**src/rtl/binary_to_octal_decoder_seq_pkg.sv**
```systemverilog
// Shared types and helpers for the sequenced 3-to-8 decoder.
package dec_pkg;

   typedef enum logic [1:0] {IDLE, DRIVE, GAP} dec_state_t;

   localparam int ONEHOT_W = 8;

   function automatic logic [ONEHOT_W-1:0] onehot8(input logic [2:0] code);
      logic [ONEHOT_W-1:0] v;
      v       = '0;
      v[code] = 1'b1;
      return v;
   endfunction

endpackage

```
**src/rtl/binary_to_octal_decoder_seq_hold_counter.sv**
```systemverilog
// Loadable down-counter with zero flag; times both the hold and the guard gap.
module dec_hold_counter #(
   parameter int CNT_W = 3
) (
   input  logic             clk,
   input  logic             rst_n,
   input  logic             clr,
   input  logic             load,
   input  logic [CNT_W-1:0] load_val,
   input  logic             dec,
   output logic             zero
);

   logic [CNT_W-1:0] cnt;

   always_ff @(posedge clk or negedge rst_n) begin
      if (!rst_n) begin
         cnt <= '0;
      end else if (clr) begin
         cnt <= '0;
      end else if (load) begin
         cnt <= load_val;
      end else if (dec && (cnt != '0)) begin
         cnt <= cnt - CNT_W'(1);
      end
   end

   assign zero = (cnt == '0);

endmodule

```
**src/rtl/binary_to_octal_decoder_seq.sv**
```systemverilog
// Sequenced 3-to-8 decoder: one-hot y for HOLD_CYCLES, then GAP_CYCLES of guard.
// Optional sticky "seen" mask is enabled by defining DEC_SEEN_MASK_EN.
//
// state | meaning
// IDLE  | ready for a code (when en=1)
// DRIVE | y one-hot, hold timer running
// GAP   | y forced to 0, guard timer running
module binary_to_octal_decoder_seq
   import dec_pkg::*;
#(
   parameter int HOLD_CYCLES = 4,
   parameter int GAP_CYCLES  = 1
) (
   input  logic                clk,
   input  logic                rst_n,
   input  logic                en,
   input  logic                in_valid,
   output logic                in_ready,
   input  logic [2:0]          in_code,
`ifdef DEC_SEEN_MASK_EN
   input  logic                seen_clr,
   output logic [ONEHOT_W-1:0] seen,
`endif
   output logic [ONEHOT_W-1:0] y,
   output logic                y_valid,
   output logic                busy,
   output logic                done
);

   localparam int CNT_MAX = (HOLD_CYCLES > GAP_CYCLES) ? HOLD_CYCLES : GAP_CYCLES;
   localparam int CNT_W   = $clog2(CNT_MAX + 1);
   localparam logic [CNT_W-1:0] HOLD_LD = CNT_W'(HOLD_CYCLES - 1);
   localparam logic [CNT_W-1:0] GAP_LD  = CNT_W'((GAP_CYCLES > 0) ? GAP_CYCLES - 1 : 0);

   dec_state_t          state, state_nxt;
   logic [ONEHOT_W-1:0] y_nxt;
   logic                y_valid_nxt, done_nxt;
   logic                cnt_clr, cnt_load, cnt_dec, cnt_zero;
   logic [CNT_W-1:0]    cnt_ld_val;
   logic                xfer;

   assign in_ready = en && (state == IDLE);
   assign xfer     = in_valid && in_ready;
   assign busy     = (state == DRIVE) || (state == GAP);

   dec_hold_counter #(.CNT_W(CNT_W)) u_cnt (
      .clk      (clk),
      .rst_n    (rst_n),
      .clr      (cnt_clr),
      .load     (cnt_load),
      .load_val (cnt_ld_val),
      .dec      (cnt_dec),
      .zero     (cnt_zero)
   );

   always_ff @(posedge clk or negedge rst_n) begin
      if (!rst_n) begin
         state   <= IDLE;
         y       <= '0;
         y_valid <= 1'b0;
         done    <= 1'b0;
      end else begin
         state   <= state_nxt;
         y       <= y_nxt;
         y_valid <= y_valid_nxt;
         done    <= done_nxt;
      end
   end

   always_comb begin
      state_nxt   = state;
      y_nxt       = y;
      y_valid_nxt = y_valid;
      done_nxt    = 1'b0;
      cnt_clr     = 1'b0;
      cnt_load    = 1'b0;
      cnt_ld_val  = HOLD_LD;
      cnt_dec     = 1'b0;
      // dropping en aborts silently: no done pulse
      if (!en && (state != IDLE)) begin
         state_nxt   = IDLE;
         y_nxt       = '0;
         y_valid_nxt = 1'b0;
         cnt_clr     = 1'b1;
      end else begin
         case (state)
            IDLE: begin
               if (xfer) begin
                  state_nxt   = DRIVE;
                  y_nxt       = onehot8(in_code);
                  y_valid_nxt = 1'b1;
                  cnt_load    = 1'b1;
                  cnt_ld_val  = HOLD_LD;
               end
            end
            DRIVE: begin
               if (!cnt_zero) begin
                  cnt_dec = 1'b1;
               end else begin
                  y_nxt       = '0;
                  y_valid_nxt = 1'b0;
                  done_nxt    = 1'b1;
                  if (GAP_CYCLES == 0) begin
                     state_nxt = IDLE;
                  end else begin
                     state_nxt  = GAP;
                     cnt_load   = 1'b1;
                     cnt_ld_val = GAP_LD;
                  end
               end
            end
            GAP: begin
               if (!cnt_zero) cnt_dec = 1'b1;
               else           state_nxt = IDLE;
            end
            default: begin
               state_nxt   = IDLE;
               y_nxt       = '0;
               y_valid_nxt = 1'b0;
               cnt_clr     = 1'b1;
            end
         endcase
      end
   end

`ifdef DEC_SEEN_MASK_EN
   // a transfer coinciding with a clear restarts the mask from the new code
   always_ff @(posedge clk or negedge rst_n) begin
      if (!rst_n) begin
         seen <= '0;
      end else if (xfer) begin
         seen <= seen_clr ? onehot8(in_code) : (seen | onehot8(in_code));
      end else if (seen_clr) begin
         seen <= '0;
      end
   end
`endif

endmodule

```
**config.mk**
```make
export PLATFORM = sky130hd
export DESIGN_NAME = binary_to_octal_decoder_seq
export DESIGN_NICKNAME = d
export VERILOG_FILES = /design/src/rtl/binary_to_octal_decoder_seq_pkg.sv /design/src/rtl/binary_to_octal_decoder_seq_hold_counter.sv /design/src/rtl/binary_to_octal_decoder_seq.sv
export SDC_FILE = /design/constraint.sdc
export NUM_CORES = 1
export LEC_CHECK = 0
export ABC_CLOCK_PERIOD_IN_PS = 3500
export CORE_MARGIN = 3
export CORE_UTILIZATION = 51
export CTS_BUF_LIST = sky130_fd_sc_hd__clkbuf_16
export CTS_CLUSTER_DIAMETER = 50
export DETAILED_ROUTE_END_ITERATION = 8
export PLACE_DENSITY = 0.82
export SLEW_MARGIN = 15
export SYNTH_ARGS = -nofsm -noshare
export SYNTH_HDL_FRONTEND = slang
export SYNTH_SLANG_ARGS = --single-unit
export TNS_END_PERCENT = 50
```
**constraint.sdc**
```tcl
create_clock -name clk -period 3.5 [get_ports clk]
set_input_delay 0.35 -clock clk [delete_from_list [all_inputs] [get_ports clk]]
set_output_delay 0.35 -clock clk [all_outputs]
set_load 0.03 [all_outputs]
```
==> impl_results.md, run 1 <==
- Status: complete, no violations
- Post-CTS Setup Inserts: 0
- Sequential fraction of the synthesis area: 45.39%
- Synth area leader: dfrtp_1
- WS Path Type: flop to output port
- Dpl cells: 109
- Pwr per Cell Area: 921.1 nW/um^2
- Die Height: 46.27 um
- Max H-tree Level: 1
- Yosys cell types: 20
- PnR worst setup slack: 1.204 ns
- FF-to-FF setup slack: 1.71 ns
- Gpl congestion: 0.7497
- Placement Setup Slack: 1.332 ns
- Synth top cells by count: dfrtp_1 (15), nand2_1 (11), mux2_2 (9)
- Row count: 13
- Peak VDD IR: 0.0008353 V
- EDFF count, synth: 0
- Top-count cell post-synth: dfrtp_1
- Period utilization: 65.60%
- First-pass GRT wire length: 2711 um
- WL/cell: 14.46 um
- Critical Path Fanout Max: 7
- Num CTS Buffers: 3
- RSZ-0062 raised after global routing: false
- Worst path slowest cell: clkdlybuf4s50_1
- Top cell type's share of synthesized area: 45.39%
- Share of cells above drive strength 1: 17.35%
- Worst EP required: 3.15 ns
- Reg2Reg Depth: 7
- Worst hold margin: 0.4933 ns
- Max Buffers Root-to-Sink: 2
- Core area: 1415 sq um
- Global route overflow: 0
- Layout area overhead: 33.74%
- Register bit total from synthesis: 15
- Syn_area_per_cell: 10.88 sq um
- Final Instance Count excl. Fillers: 113
- Hold buffer count at CTS: 0
- CP Launch Type: flop
- Cts repair resizes: 0
- Clock Latency Late Sink: 0.24 ns
- DR vias: 611
- Worst Skew: 0.001872 ns
- Warnings, synthesis: 0
- Syn Inst Count: 76
- Residual DRC: 0
- Synth area leaders: dfrtp_1 (45%), mux2_2 (12%), ha_1 (12%)
- Max Clock Freq: 435.5 MHz
- Tot Pwr: 1.019 mW
- Initial core utilization: 58.44%
- Clock sinks: 15
- # setup viols final: 0
- Initial antenna violation count: 0
- Placed cell area: 1026 sq um
- HP Class: flop to flop
- Total Wirelength: 1634 um
- Worst-Margin Slew: 0.6807 ns
- TritonRoute pass-1 iters: 3
- Slew Limit Fails: 0
- Max-cap violation count: 0
- Detail Placement HPWL: 1161 um
- Setup crit end kind: output port
- Endpoint, Worst Hold: y[4]
- Ys flop type: dfrtp_1
- Total Die Area: 2141 sq um
- Cell area after layout: 1106 sq um
- Mapped Area: 827.0 sq um
- Final min period: 2.296 ns
- Tot GR Track Use: 18.28%
- Drt initial violations: 4
- Final Util: 78.16%
- Final Hold Fails: 0
- Via density: 5.407
- CP arrival: 1.95 ns
- Fillers: 91
- Clk pin slew, worst setup/hold paths: 0.05 ns
- Async SR Flop Fraction: 100.0%
- Largest net degree at the start of global routing: 16
- Slew margin rel.: 54.48%
- CTS root buf: clkbuf_16
- Fin nets: 114
- Die Width: 46.27 um
- Hold_sp: y[4]
- Setup TNS Final: 0 ns
- Number of global-route vias before repair: 664
- TritonCTS clock tree: yes
- R2r endpoint: y[0]
- Crit-path max cell delay: 0.67 ns
- WHS Path Cells: 1
- CP Cell Sequence: inv_1 > ha_1 > and2_2 > clkdlybuf4s50_1
- Ports: 19
- Syn_nets: 91
- Critical R2R Launch: u_cnt.cnt[0]
- ANT cells: 0
- Lkg Pwr: 0.5153 nW
- IO buf count: 18
- Routed Antenna Nets: 0
==> where the power goes <==
part / internal, mW / total [mW] / switching, mW
Combinational: 0.237 / 0.537 / 0.300
Clock: 0.152 / 0.221 / 0.0689
Sequential: 0.229 / 0.260 / 0.0308
Total: 0.619 / 1.02 / 0.400
==> cells in the final DEF (no fill, tap or decap) <==
cell	n
o211ai_1	1
nor2b_1	1
clkdlybuf4s50_1	18
clkbuf_16	3
nor3b_1	4
a211oi_2	1
dfrtp_1	15
clkinv_2	1
nor2_1	4
mux2i_1	1
xnor2_1	1
nand2_1	11
or3b_4	1
a21oi_1	3
inv_1	7
nor3_1	2
ha_1	8
o21ai_0	3
mux2_2	9
mux2_1	1
o21ai_4	1
nand2b_1	1
and2_2	1
==> cell type report <==
| cell class | instances | area [sq um] | share of cell area [%] |
|---|---|---|---|
| Clock buffer | 3 | 75.07 | 6.787 |
| Clock inverter | 1 | 5.005 | 0.4525 |
| Sequential cell | 15 | 375.4 | 33.94 |
| Inverter | 7 | 26.28 | 2.376 |
| Timing Repair Buffer | 18 | 180.2 | 16.29 |
| Multi-Input combinational cell | 54 | 425.4 | 38.46 |
| Tap cell | 15 | 18.77 | 1.697 |
==> worst max path at each step <==
stage                             from        to  cells after the start
after floorplan           u_cnt.cnt[0]      y[0]                      7
after global placement              en  in_ready                      3
after detailed placement            en  in_ready                      3
after CTS                     state[1]  in_ready                      4
after global routing          state[1]  in_ready                      4
final                         state[0]  in_ready                      4
==> per-layer routing <==
metal / GRT usage [%] / up-vias / part of all wire (%)
met4: 9.091 / 0 / 2.9
met2: 31.04 / 14 / 50
li1: - / 298 / -
met5: 0 / - / 0
met1: 20.92 / 293 / 43
met3: 4.688 / 6 / 4.1
==> logic make-up (layout without fill, tap and decap cells) <==
group,after synthesis,count (layout),share of synthesized area [%]
and+or+nand+nor,25,25,15.43
DFF,15,15,45.39
muxes,11,11,14.83
AOI/OAI and AO/OA,9,9,8.018
adders and majority gates,8,8,12.10
buffers and inverters,7,29,3.178
xor gates and xnor gates,1,1,1.059
==> registers in the layout, indices dropped and copies added, names as in the netlist <==
| signal | flops |
|---|---|
| done | 1 |
| state | 2 |
| u_cnt.cnt | 3 |
| y | 8 |
| y_valid | 1 |
==> worst max-delay path, delay by kind of cell (launching register included) <==
kind	cells	cell delay (ns)
fa+ha+maj	1	0.27
buf+inv	2	0.79
flops	1	0.42
simple gates	1	0.21
(Power assumes the default switching activity.)
==> run 2: changes to the inputs <==
- ABC_CLOCK_PERIOD_IN_PS: 3500 -> 1940
- CORE_UTILIZATION: 51 -> 43
- PLACE_DENSITY: 0.82 -> 0.74
- clock period: 3.5 -> 1.94 ns (I/O delays scaled with it)
==> impl_results.md, run 2 (synthesis gave the netlist of run 1 again) <==
- Status: complete, no violations (unchanged)
- Multi-input logic area: 425.4 sq um (unchanged)
- DR vias: 598 (was 611)
- Most frequent cells in the layout: clkdlybuf4s50_1 (16), dfrtp_1 (15), nand2_1 (11) (was clkdlybuf4s50_1 (18), dfrtp_1 (15), nand2_1 (11))
- Critical Path Fanout Max: 9 (was 7)
- Total Wirelength: 1609 um (was 1634 um)
- Core area: 1764 sq um (was 1415 sq um)
- Max-cap violation count: 0 (unchanged)
- Ports: 19 (unchanged)
- Largest Register: y (unchanged)
- Total Die Area: 2486 sq um (was 2141 sq um)
- Sequential Power Share: 25.7% (was 25.5%)
- TritonCTS clock tree: yes (unchanged)
- R2r endpoint: y[3] (was y[0])
- Max Clock Freq: 559.0 MHz
- HP Class: input pin to async pin (was flop to flop)
- Die Width: 49.86 um (was 46.27 um)
- WL/cell: 12.87 um (was 14.46 um)
- Routed Antenna Nets: 0 (unchanged)
- Detail Placement HPWL: 1154 um (was 1161 um)
- Int Power: 1.111 mW (was 619.0 uW)
- Tot Pwr: 1.834 mW (was 1.019 mW)
- Final Hold Fails: 0 (unchanged)
- Final Instance Count excl. Fillers: 125 (was 113)
- Setup crit end kind: flop (was output port)
- Worst path slowest cell: mux2_2 (was clkdlybuf4s50_1)
- CP Launch Type: flop (unchanged)
- Reg area: 375.4 sq um (unchanged)
- Cell area after layout: 1130 sq um (was 1106 sq um)
- CP Cell Sequence: inv_1 > ha_1 > ha_1 > inv_1 > a21oi_1 > o21ai_4 > mux2_2 (was inv_1 > ha_1 > and2_2 > clkdlybuf4s50_1)
- Post-CTS Setup Inserts: 0 (unchanged)
- Clk pin slew, worst setup/hold paths: 0.05 ns (about the same)
- Layout area overhead: 36.61% (was 33.74%)
- Clock sinks: 15 (unchanged)
- ANT cells: 0 (unchanged)
- Setup TNS Final: 0 ns (unchanged)
- Placed cell area: 1054 sq um (was 1026 sq um)
- Initial antenna violation count: 0 (unchanged)
- Crit-path max cell delay: 0.38 ns (was 0.67 ns)
- TritonRoute pass-1 iters: 2 (was 3)
- Switch share: 39.42% (was 39.24%)
- Period utilization: 92.21%
- Share of cells above drive strength 1: 18.00% (was 17.35%)
- Worst-Margin Slew: 0.6605 ns (was 0.6807 ns)
- Slew Limit Fails: 0 (unchanged)
- Tot GR Track Use: 14.22% (was 18.28%)
- Worst Skew: 0.001214 ns (was 0.001872 ns)
- Clock Latency Late Sink: 0.24 ns (about the same)
- Critical R2R Launch: u_cnt.cnt[0] (unchanged)
- # setup viols final: 0 (unchanged)
- Fin nets: 116 (was 114)
- Clk pwr share: 21.2% (was 21.7%)
- FF-to-FF setup slack: 0.15 ns (was 1.71 ns)
- Initial core utilization: 46.88% (was 58.44%)
- CP arrival: 1.91 ns (was 1.95 ns)
- Row count: 15 (was 13)
- Gpl congestion: 0.7876 (was 0.7497)
- Global route overflow: 0 (unchanged)
- Pwr per Cell Area: 1623 nW/um^2 (was 921.1 nW/um^2)
- Peak VDD IR: 0.001138 V (was 0.0008353 V)
- Final min period: 1.789 ns
- Max Buffers Root-to-Sink: 2 (unchanged)
- Max H-tree Level: 1 (unchanged)
- WS Path Type: flop to flop (was flop to output port)
- Biggest registers after layout: y x8, u_cnt.cnt x3, state x2 (unchanged)
- Die Height: 49.86 um (was 46.27 um)
- Worst EP required: 2.06 ns (was 3.15 ns)
- Via density: 4.784 (was 5.407)
- Number of global-route vias before repair: 605 (was 664)
- IO buf count: 18 (unchanged)
- Largest net degree at the start of global routing: 16 (unchanged)
- Switching Power: 722.8 uW (was 399.7 uW)
- RSZ-0062 raised after global routing: false (unchanged)
- Comb pwr share: 53.0% (was 52.7%)
- Drt initial violations: 6 (was 4)
- Dpl cells: 121 (was 109)
- Num CTS Buffers: 3 (unchanged)
- Max reg flops: 8 (unchanged)
- Residual DRC: 0 (unchanged)
- Crit path from: u_cnt.cnt[0] (was state[0])
- Reg2Reg Depth: 7 (unchanged)
- Lkg Pwr: 0.5314 nW (was 0.5153 nW)
- First-pass GRT wire length: 2766 um (was 2711 um)
- Slew margin rel.: 55.83% (was 54.48%)
- Fillers: 161 (was 91)
- Commonest non-fill, non-tap cell in the layout: clkdlybuf4s50_1 (unchanged)
- CTS root buf: clkbuf_16 (unchanged)
run 2: changes by cell type in the layout (fill, tap and decap cells not counted), sizes merged:
| cell | change |
|---|---|
| buf | +2 |
| clkdlybuf4s50 | -2 |
| clkinv | -1 |
| dlygate4sd2 | +2 |
| inv | +1 |
run 2: timing repair:
| action | 4_1_cts | 5_1_grt |
|---|---|---|
| gates resized for setup | 2 | 0 |
| endpoints found under the setup margin | 2 | 0 |
| hold endpoints to repair | 0 | 0 |
| hold buffers | 0 | 0 |
run 2: layer usage:
layer  global-route usage [%]  vias to the layer above  wire [um]
met2                    23.79                        8        820
met1                    18.13                      283        718
met3                    4.230                        3         60
met5                        0                        -          0
met4                    2.765                        0         10
li1                         -                      304          -
run 2: layout make-up:
| cell class | instances | area share (%) |
|---|---|---|
| multi-input combinational | 54 | 37.65 |
| sequential | 15 | 33.22 |
| inverter | 7 | 2.326 |
| clock buffer | 3 | 6.645 |
| clock inverter | 1 | 0.3322 |
| tap | 25 | 2.769 |
| timing repair buffer | 20 | 17.05 |
run 2: through the flow:
step	worst slack [ns]	hold WS, ns	util (%)
floorplan	0.3088	-0.1016	-
global placement	0.2097	0.4880	59.72
detailed placement	0.1705	0.4909	59.72
CTS	0.1432	0.3901	64.04
global route	0.05026	0.4157	64.04
finish	0.1512	0.3600	64.04
run 2: power by group through the flow:
stage | Combinational, mW | Clock, mW | Sequential (mW)
finish | 0.973 | 0.389 | 0.472
global route | 1.06 | 0.415 | 0.486
CTS | 0.978 | 0.399 | 0.473
detailed placement | 0.980 | 0 | 0.476
global placement | 0.968 | 0 | 0.471
floorplan | 0.587 | 0 | 0.573
run 2: worst max path at each step:
| stage | endpoint | slack, ns |
|---|---|---|
| 6_report | y[3] | 0.15 |
| 5_1_grt | y[3] | 0.05 |
| 4_1_cts | y[3] | 0.14 |
| 3_5_place_dp | y[3] | 0.17 |
| 3_3_place_gp | y[3] | 0.21 |
| 2_1_floorplan | y[0] | 0.31 |
run 2: worst max-delay path, delay by kind of cell, from the launching register on:
family                   cells  cell delay, ns
adder cells (fa/ha/maj)      2            0.40
flip-flops                   1            0.35
multiplexers                 1            0.38
AO/OA/AOI/OAI                2            0.39
buffers and inverters        2            0.14
==> run 3: changes to the inputs <==
- CELL_PAD_IN_SITES_DETAIL_PLACEMENT: default -> 0
- CELL_PAD_IN_SITES_GLOBAL_PLACEMENT: default -> 1
- CORE_ASPECT_RATIO: default -> 0.6
- CORE_UTILIZATION: 43 -> 33
- PLACE_DENSITY: 0.74 -> 0.73
==> impl_results.md, run 3 (synthesis gave the netlist of run 1 again) <==
- Status: complete, no violations (unchanged)
- Critical R2R Launch: u_cnt.cnt[0] (unchanged)
- Comb pwr share: 53.1% (was 53.0%)
- Switch share: 39.33% (was 39.42%)
- TritonRoute pass-1 iters: 2 (unchanged)
- Sequential Power Share: 25.7% (about the same)
- HP Class: input pin to async pin (unchanged)
- Layout area overhead: 37.52% (was 36.61%)
- Final Hold Fails: 0 (unchanged)
- Ports: 19 (unchanged)
- Met3 WL post-DR: 62 um (was 60 um)
- Critical Path Fanout Max: 9 (unchanged)
- Die Height: 44.78 um (was 49.86 um)
- Core area: 2277 sq um (was 1764 sq um)
- Worst EP required: 2.05 ns (was 2.06 ns)
- TritonCTS clock tree: yes (unchanged)
- Worst path slowest cell: mux2_1 (was mux2_2)
- Fillers: 208 (was 161)
- RSZ-0062 raised after global routing: false (unchanged)
- Slew Limit Fails: 0 (unchanged)
- Critical path's top delay family: adder cells (unchanged)
- Max-cap violation count: 0 (unchanged)
- Clock Latency Late Sink: 0.24 ns (about the same)
- Clk pin slew, worst setup/hold paths: 0.05 ns (about the same)
- Slew margin rel.: 54.77% (was 55.83%)
- WL/cell: 12.29 um (was 12.87 um)
- Met2 Routed Length: 672 um (was 820 um)
- Setup TNS Final: 0 ns (unchanged)
- Tot GR Track Use: 11.34% (was 14.22%)
- Max reg flops: 8 (unchanged)
- CP bufs+invs: 2 (unchanged)
- Commonest non-fill, non-tap cell in the layout: clkdlybuf4s50_1 (unchanged)
- Most frequent cells in the layout: clkdlybuf4s50_1 (16), dfrtp_1 (15), nand2_1 (11) (unchanged)
- Peak VDD IR: 0.0005996 V (was 0.001138 V)
- Initial core utilization: 36.32% (was 46.88%)
- Switching Power: 720.8 uW (was 722.8 uW)
- Drt initial violations: 8 (was 6)
- CP Cell Sequence: inv_1 > ha_1 > ha_1 > inv_1 > a21oi_1 > o21ai_4 > mux2_1 (was inv_1 > ha_1 > ha_1 > inv_1 > a21oi_1 > o21ai_4 > mux2_2)
- CP arrival: 1.89 ns (was 1.91 ns)
- Met1 WL: 850 um (was 718 um)
- Pwr per Cell Area: 1611 nW/um^2 (was 1623 nW/um^2)
- Crit-path max cell delay: 0.37 ns (was 0.38 ns)
- Max Buffers Root-to-Sink: 2 (unchanged)
- Total Wirelength: 1598 um (was 1609 um)
- First-pass GRT wire length: 2711 um (was 2766 um)
- Max Clock Freq: 563.8 MHz (was 559.0 MHz)
- Worst-Margin Slew: 0.6764 ns (was 0.6605 ns)
- Total Die Area: 3162 sq um (was 2486 sq um)
- Number of global-route vias before repair: 569 (was 605)
- Setup crit end kind: flop (unchanged)
- Int Power: 1.112 mW (was 1.111 mW)
- Fin nets: 116 (unchanged)
- Largest net degree at the start of global routing: 16 (unchanged)
- Detail Placement HPWL: 1326 um (was 1154 um)
- Top layer in use: met4 (unchanged)
- ANT cells: 0 (unchanged)
- Global route overflow: 0 (unchanged)
- Row count: 13 (was 15)
- Placed cell area: 1060 sq um (was 1054 sq um)
- Routed Antenna Nets: 0 (unchanged)
- Via density: 4.485 (was 4.784)
- Period utilization: 91.43% (was 92.21%)
- Final min period: 1.774 ns (was 1.789 ns)
- FF-to-FF setup slack: 0.17 ns (was 0.15 ns)
- CTS root buf: clkbuf_16 (unchanged)
- Gpl congestion: 0.7766 (was 0.7876)
- Residual DRC: 0 (unchanged)
- Die Width: 70.63 um (was 49.86 um)
- IO buf count: 18 (unchanged)
- # setup viols final: 0 (unchanged)
- Reg2Reg Depth: 7 (unchanged)
- Clk pwr share: 21.2% (about the same)
- Share of cells above drive strength 1: 19.00% (was 18.00%)
- WS Path Type: flop to flop (unchanged)
- Clock sinks: 15 (unchanged)
- Num CTS Buffers: 3 (unchanged)
- Initial antenna violation count: 0 (unchanged)
- DR vias: 583 (was 598)
- Lkg Pwr: 0.5300 nW (was 0.5314 nW)
- Cell area after layout: 1137 sq um (was 1130 sq um)
- Hold buffer count at CTS: 0 (unchanged)
- R2r endpoint: y[4] (was y[3])
- Biggest registers after layout: y x8, u_cnt.cnt x3, state x2 (unchanged)
- CP Launch Type: flop (unchanged)
- Max H-tree Level: 1 (unchanged)
- Worst Skew: 0.005282 ns (was 0.001214 ns)
- Largest Register: y (unchanged)
run 3: cell types whose count changed in the layout (fill, tap and decap cells not counted):
cell,previous run,this run
clkinv_2,0,1
inv_1,8,7
run 3: how the worst max path moves through the flow:
| stage | startpoint | endpoint | slack [ns] | cells past startpoint |
|---|---|---|---|---|
| after global routing | u_cnt.cnt[0] | y[2] | 0.06 | 7 |
| after floorplan | u_cnt.cnt[0] | y[0] | 0.31 | 7 |
| final | u_cnt.cnt[0] | y[4] | 0.17 | 7 |
| after detailed placement | u_cnt.cnt[0] | y[1] | 0.18 | 7 |
| after CTS | u_cnt.cnt[0] | y[4] | 0.15 | 7 |
| after global placement | state[0] | in_ready | 0.19 | 4 |
run 3: timing repair:
| item | 4_1_cts | 5_1_grt |
|---|---|---|
| buffers inserted | 0 | 0 |
| endpoints found under the setup margin | 2 | 0 |
| resized for setup | 2 | 0 |
run 3: metal layers:
metal	up-vias	global-route usage, %
li1	305	-
met1	266	15.99
met2	10	16.91
met3	2	4.222
met4	0	2.247
met5	-	0
run 3: stage by stage:
stage | util [%] | power, mW | hold WS, ns | worst slack (ns) | instances
after global routing | 49.95 | 1.983 | 0.4279 | 0.06500 | 130
final | 49.95 | 1.833 | 0.3684 | 0.1662 | 130
after CTS | 49.95 | 1.862 | 0.3846 | 0.1547 | 130
after global placement | 46.54 | 1.462 | 0.4873 | 0.1891 | 126
after floorplan | - | 1.160 | -0.1016 | 0.3088 | 76
after detailed placement | 46.54 | 1.480 | 0.4940 | 0.1780 | 126
run 3: power by group through the flow:
stage	registers [mW]	logic (mW)	clock network (mW)
6_report	0.471	0.974	0.388
5_1_grt	0.484	1.08	0.415
4_1_cts	0.472	0.989	0.402
3_5_place_dp	0.476	1.00	0
3_3_place_gp	0.473	0.989	0
2_1_floorplan	0.573	0.587	0
run 3: final cells by class:
| type | count | area (sq um) | area share, % |
|---|---|---|---|
| multi-input cells | 54 | 425.4 | 37.40 |
| flip-flops and latches | 15 | 375.4 | 33.00 |
| repair buffers | 20 | 192.7 | 16.94 |
| clock buffers | 3 | 75.07 | 6.601 |
| well taps | 30 | 37.54 | 3.300 |
| inverters | 7 | 26.28 | 2.310 |
| clock inverters | 1 | 5.005 | 0.4400 |
run 3: worst register-to-register path, stage by stage (launching register included):
cell and delay, ns:
dfrtp_1 0.35, inv_1 0.06, ha_1 0.20, ha_1 0.21, inv_1 0.08, a21oi_1 0.10, o21ai_4 0.29, mux2_1 0.37
